## src/rtl/mod_counter_sequencer.sv

```systemverilog
// Sequencer for a modulo-N counter: run request, wrap budget, pause, abort and done pulse.
// Build option MODSEQ_UPDOWN_EN adds a dir input that selects down-counting.
module mod_counter_sequencer #(
  parameter int WIDTH       = 3,
  parameter int MOD_DEFAULT = 5,
  parameter int CYC_W       = 8
) (
  input  logic             CLK,
  input  logic             rst,
  input  logic             start,
  input  logic [WIDTH-1:0] cfg_last,
  input  logic [CYC_W-1:0] cycles,
  input  logic             pause,
  input  logic             stop,
`ifdef MODSEQ_UPDOWN_EN
  input  logic             dir,
`endif
  output logic [WIDTH-1:0] Q,
  output logic             wrap,
  output logic             busy,
  output logic             done,
  output logic [1:0]       state
);

  // Handshake: start is a request taken only in IDLE (busy high means not ready);
  // pause is a level honoured in RUN/HOLD, stop an abort that outranks pause.
  typedef enum logic [1:0] {
    ST_IDLE = 2'b00,
    ST_RUN  = 2'b01,
    ST_HOLD = 2'b10,
    ST_DONE = 2'b11
  } state_t;

  localparam logic [WIDTH-1:0] LAST_DEFAULT = WIDTH'(MOD_DEFAULT - 1);

  state_t           state_q, state_d;
  logic [WIDTH-1:0] q_d, last_q, last_d, last_sel;
  logic [CYC_W-1:0] cyc_q, cyc_d, wcnt_q, wcnt_d, wcnt_inc;
  logic             wrap_d, down_q, at_end;

`ifdef MODSEQ_UPDOWN_EN
  logic down_d;
`else
  assign down_q = 1'b0;
`endif

  assign last_sel = (cfg_last == '0) ? LAST_DEFAULT : cfg_last;
  // Wrap counter saturates so continuous runs never roll it over.
  assign wcnt_inc = (wcnt_q == '1) ? wcnt_q : wcnt_q + CYC_W'(1);
  assign at_end   = down_q ? (Q == '0) : (Q == last_q);

  always_ff @(posedge CLK or posedge rst) begin
    if (rst) begin
      state_q <= ST_IDLE;
      Q       <= '0;
      wrap    <= 1'b0;
      last_q  <= LAST_DEFAULT;
      cyc_q   <= '0;
      wcnt_q  <= '0;
`ifdef MODSEQ_UPDOWN_EN
      down_q  <= 1'b0;
`endif
    end else begin
      state_q <= state_d;
      Q       <= q_d;
      wrap    <= wrap_d;
      last_q  <= last_d;
      cyc_q   <= cyc_d;
      wcnt_q  <= wcnt_d;
`ifdef MODSEQ_UPDOWN_EN
      down_q  <= down_d;
`endif
    end
  end

  always_comb begin
    state_d = state_q;
    q_d     = Q;
    wrap_d  = 1'b0;
    last_d  = last_q;
    cyc_d   = cyc_q;
    wcnt_d  = wcnt_q;
`ifdef MODSEQ_UPDOWN_EN
    down_d  = down_q;
`endif
    case (state_q)
      ST_IDLE: begin
        if (start) begin
          state_d = ST_RUN;
          last_d  = last_sel;
          cyc_d   = cycles;
          wcnt_d  = '0;
          q_d     = '0;
`ifdef MODSEQ_UPDOWN_EN
          down_d  = dir;
          if (dir) q_d = last_sel;
`endif
        end
      end
      ST_RUN: begin
        if (stop) begin
          state_d = ST_IDLE;
          q_d     = '0;
        end else if (pause) begin
          state_d = ST_HOLD;
        end else if (at_end) begin
          q_d    = down_q ? last_q : '0;
          wrap_d = 1'b1;
          wcnt_d = wcnt_inc;
          if ((cyc_q != '0) && (wcnt_inc == cyc_q)) begin
            state_d = ST_DONE;
            q_d     = '0;
          end
        end else begin
          q_d = down_q ? (Q - WIDTH'(1)) : (Q + WIDTH'(1));
        end
      end
      ST_HOLD: begin
        if (stop) begin
          state_d = ST_IDLE;
          q_d     = '0;
        end else if (!pause) begin
          state_d = ST_RUN;
        end
      end
      ST_DONE: begin
        state_d = ST_IDLE;
        q_d     = '0;
      end
      default: begin
        state_d = ST_IDLE;
        q_d     = '0;
      end
    endcase
  end

  assign state = state_q;
  assign busy  = (state_q == ST_RUN) || (state_q == ST_HOLD);
  assign done  = (state_q == ST_DONE);

endmodule
```

## config.mk

```make
export PLATFORM = sky130hd
export DESIGN_NAME = mod_counter_sequencer
export DESIGN_NICKNAME = d
export VERILOG_FILES = /design/src/rtl/mod_counter_sequencer.sv
export SDC_FILE = /design/constraint.sdc
export NUM_CORES = 1
export LEC_CHECK = 0
export ABC_AREA = 1
export CAP_MARGIN = 40
export CELL_PAD_IN_SITES_DETAIL_PLACEMENT = 1
export CELL_PAD_IN_SITES_GLOBAL_PLACEMENT = 2
export CORE_ASPECT_RATIO = 2
export CORE_MARGIN = 5
export CORE_UTILIZATION = 31
export CTS_BUF_LIST = sky130_fd_sc_hd__clkbuf_8
export CTS_CLUSTER_SIZE = 20
export DETAILED_ROUTE_END_ITERATION = 16
export GPL_TIMING_DRIVEN = 0
export PLACE_DENSITY_LB_ADDON = 0.15
export SLEW_MARGIN = 20
export SYNTH_ARGS = -nofsm -noshare
export SYNTH_HDL_FRONTEND = slang
export SYNTH_SLANG_ARGS = --single-unit
export TNS_END_PERCENT = 5
```

## constraint.sdc

```tcl
create_clock -name CLK -period 2 [get_ports CLK]
set_input_delay 0.3 -clock CLK [delete_from_list [all_inputs] [get_ports CLK]]
set_output_delay 0.3 -clock CLK [all_outputs]
set_load 0.005 [all_outputs]
```

* After elaboration in Yosys (flattened, before gate mapping)
Index checks and enable logic that the tools add are counted.
Storage, ports and cells: input bits 16, word-level logic and storage cells 58, output and inout port bits 8, register bits 25
Operators by class: equal/unequal tests 15, mux-type cells 25, $add $sub $neg 2, reduce and logical (&&, ||, !) cells 10
Operators by type and width (count):
- $mux 8 | 5
- $mux 3 | 6
- $pmux 8 s2 | 1
- $mux 2 | 7
- $pmux 3 s4 | 1
- $ne 2x2->1 const B | 5
- $add 8x1->8 const B | 1
- $eq 8x8->1 | 1
- $eq 8x8->1 const B | 1
- $ne 4x4->1 const B | 2
- $pmux 2 s4 | 1
- $reduce_bool 8->1 | 1
- $ne 3x3->1 const B | 2
- $reduce_and 5->1 | 1
- $eq 2x2->1 const B | 2
- $mux 1 | 4
- $reduce_and 4->1 | 1
- $add 3x1->3 const B | 1
- $eq 3x3->1 | 1
- $logic_not 3->1 | 1
- $reduce_and 3->1 | 1
- $eq 2x1->1 const B | 1
- $logic_not 2->1 | 1
- $reduce_and 2->1 | 1
- 3 further kinds | 3

* Logic depth before layout (Yosys ltp)
word-level depth 9, depth in mapped cells 14, gate-level depth less buffers 14

* Least setup slack after synthesis
No wires, ideal clock.
path kind reg-to-reg, start reg state_q[1] (netlist: state[1]), end reg wcnt_q[4], path buffers 0, path slack 0.278 ns, data arrival time 1.645 ns, setup time 0.077 ns, required time 1.923 ns, cell stages (with the launch flop) 11, cell sequence dfrtp_1 -> inv_1 -> ha_1 -> inv_1 -> nor2_1 -> inv_1 -> nor2_1 -> a21oi_1 -> nor2_4 -> nand2_1 -> o21ai_1
On the way: word-level cells in the longest chain between the ends 3
RTL lines:
- start, declared | line 36 | state_t state_q, state_d;
- start signal, assigned | line 64 | state_q <= state_d;
- $eq 2x1->1 or $logic_not 2->1 (tied branches) | line 86 | case (state_q)
- $ne 2x2->1 (no line) or $reduce_bool 2->1 (tied branches)
- $reduce_and 5->1 (no line)
- end signal, assigned | line 69 | wcnt_q <= wcnt_d;
- end, declared | line 38 | logic [CYC_W-1:0] cyc_q, cyc_d, wcnt_q, wcnt_d, wcnt_inc;
Parallel ways exist; a longest one is shown, timed or not. A chain may end at the register's enable or synchronous reset.

* Final worst setup path
start reg state_q[0] (netlist: state[0]), end out busy
On the way: word-level cells in the longest chain between the ends 2
RTL lines:
- $eq 2x1->1 or $eq 2x2->1 (tied branches) | line 138 | assign busy = (state_q == ST_RUN) || (state_q == ST_HOLD);
- $logic_or 1x1->1 * | line 138
- end, declared | line 20 | output logic busy,
Every way passes the cells marked *; elsewhere a longest branch is shown, timed or not.

==> results.cfg <==
[synth]
synth_common_cells = nand2_1 (65), inv_1 (29), dfrtp_1 (24), nand3_1 (24), nor2_1 (17)
seq_area_frac_synth_pct = 39.6
syn_area_sq_um = 1580
avgSynthCellArea_sq_um = 7.32
syn_nets = 239
ys_ff_latch = 25
yosysMostFrequentCell = nand2_1
yosys_warnings = 0
ys_types = 28
ys_async_sr_fraction_pct = 100
synth_top_flop_cell = dfrtp_1
synth_area_leader_cell = dfrtp_1
synth_top_area_share_pct = 38.0
syn-instance-count = 216
synth.area.top_cells = dfrtp_1 (38%), nand2_1 (15%), nand3_1 (7.6%), inv_1 (6.9%), ha_1 (5.5%)
synth_edf_count = 0

[finish]
fin_nets = 281
postLayoutCoreUtil_pct = 43.1
layout-drive-gt1-share_pct = 18.7
n_antenna_cell = 0
area_growth_pct = 33.7
n_fill_cell = 619
final_area_sq_um = 2110

[placement]
io_buffers = 23
dp_hpwl_mm = 3.84
place.gp.congestion = 0.745
place_area_sq_um = 1900

[floorplan]
dieArea_sq_um = 6720
fp.dieH_microns = 111
initial_core_util_pct = 32.2
num_rows = 36
die_width_microns = 60.5
core_area_sq_um = 4910
ios = 24

[power_and_ir_drop]
max-vdd-ir-drop_uv = 578
p_leak_uw = 0.00102
power_uw = 2440
p_per_area_nw_per_um2 = 1160

[setup_path]
cp.required_ns = 1.70
critPathCaptureType = primary output
cp.arrival_ns = 1.60
start_kind = flip-flop
critPathKind = reg -> out
cp_max_fo = 5

[routing]
firstDrtPassIters = 4
ant_nets = 0
drt-total-wl_mm = 4.70
wire_per_inst_microns = 15.0
drcViolationCount = 0
viasPerCell = 4.89
routed-via-count = 1536
drtIter0Drc = 19

[clocking]
cts_made_buffers = 3
cts_tree = built
cts-root-buf = clkbuf_8
cts_hold_buf = 0
clk_pin_slew_ns = 0.09
cts.sinks = 25
clockBufferDepth = 2
cts_max_level = 1
clk_latency_ns = 0.27

[timing]
maxSlewViolCount = 0
finalHoldViolations = 0
period_share_pct = 94.9
fmax_mhz = 527
worst_hold_slack_ns = 0.298
tightestPinTransition_ns = 0.410
setup_tns_ns = 0
setup_viol = 0
finalCriticalPeriod_ns = 1.90
fin_skew_ns = 0.00210
relSlewSlack_pct = 72.7

[global_routing]
grt.total_usage_pct = 15.0
grt_max_degree = 18
antenna_found_initial = 0
grt_overflow = 0
grt_pass1_wl_mm = 7.67
grt_pass1_vias = 1672

[flow_run]
cap_violations = 0

[status]
status = finished, final reports clean

[worst_hold_path]
min_path_type = in -> async
-- worst paths after layout --
path,start,endpoint,slack [ns],depth (start not counted)
worst max-delay path,state[0],busy,0.10,3
worst min-delay path,rst,wrap,0.30,2
worst max register to register,wcnt_q[0],state[1],0.16,15
worst min register to register,last_q[2],last_q[2],0.50,2
max in group asynchronous,rst,last_q[2],1.17,3
min in group CLK,last_q[2],last_q[2],0.50,2
-- flip-flops by register name (all words and copies together) (netlist names) --
register	cells
state	2
last_q	3
Q	3
wcnt_q	8
cyc_q	8
wrap	1
-- layout by cell type, fill, tap and decap left out, drive strengths merged --
cell type | synthesis | layout
clkdlybuf4s50 | 0 | 23
dfrtp | 24 | 24
nand4 | 2 | 2
nand3 | 26 | 26
nor4 | 2 | 2
ha | 7 | 7
clkbuf | 1 | 4
nand2 | 71 | 72
xnor2 | 2 | 2
buf | 0 | 13
xor2 | 2 | 2
nand3b | 2 | 2
a21boi | 1 | 1
clkinvlp | 0 | 1
nor2 | 21 | 21
a21oi | 2 | 2
o21bai | 1 | 1
mux2 | 1 | 1
o21ai | 14 | 14
inv | 30 | 31
o22ai | 5 | 5
dfstp | 1 | 1
-- kinds of logic after synthesis --
logic type / synth area share (%)
muxes: 0.712
and+or+nand+nor: 36.1
AOI/OAI and AO/OA: 8.23
adders and majority gates: 5.54
buffers and inverters: 7.59
DFF: 39.6
xor gates and xnor gates: 2.22
-- critical path: stages, from the launching register on --
cell and delay [ns]:
dfrtp_2 0.44, inv_1 0.10, ha_1 0.29, clkdlybuf4s50_1 0.50
-- report_power, final --
group,total [uW],switching [uW],internal (uW)
combinational,1280,720,557
clock,302,164,138
sequential,864,180,684
-- timing repair --
item | in CTS | in global routing
buffers inserted | 2 | 10
setup endpoints to repair | 11 | 15
cloned | 0 | 1
gates resized for setup | 4 | 15
hold endpoints to repair | 0 | 0
pin swaps | 1 | 12
-- metal layers --
metal	wire [microns]	vias to the layer above	track usage (%)
li1	-	772	-
met1	1600	746	14.2
met2	2990	14	30.9
met3	63	4	1.28
met4	48	0	4.34
met5	0	-	0
-- layout make-up --
type / instances / area, sq um / share of cell area [%]
Buffer: 1 / 5.00 / 0.237
Clock buffer: 3 / 41.3 / 1.95
Clock inverter: 1 / 3.75 / 0.178
Inverter: 31 / 120 / 5.68
Multi-Input combinational cell: 160 / 896 / 42.4
Sequential cell: 25 / 629 / 29.8
Tap cell: 57 / 71.3 / 3.37
Timing Repair Buffer: 36 / 348 / 16.4
-- stage by stage --
step	setup WS [ns]	instances
6_report	0.101	314
2_1_floorplan	0.278	216
4_1_cts	0.00936	303
3_3_place_gp	-0.332	296
5_1_grt	-0.0204	314
3_5_place_dp	-0.296	297
Power figures use the tool's default switching activity.
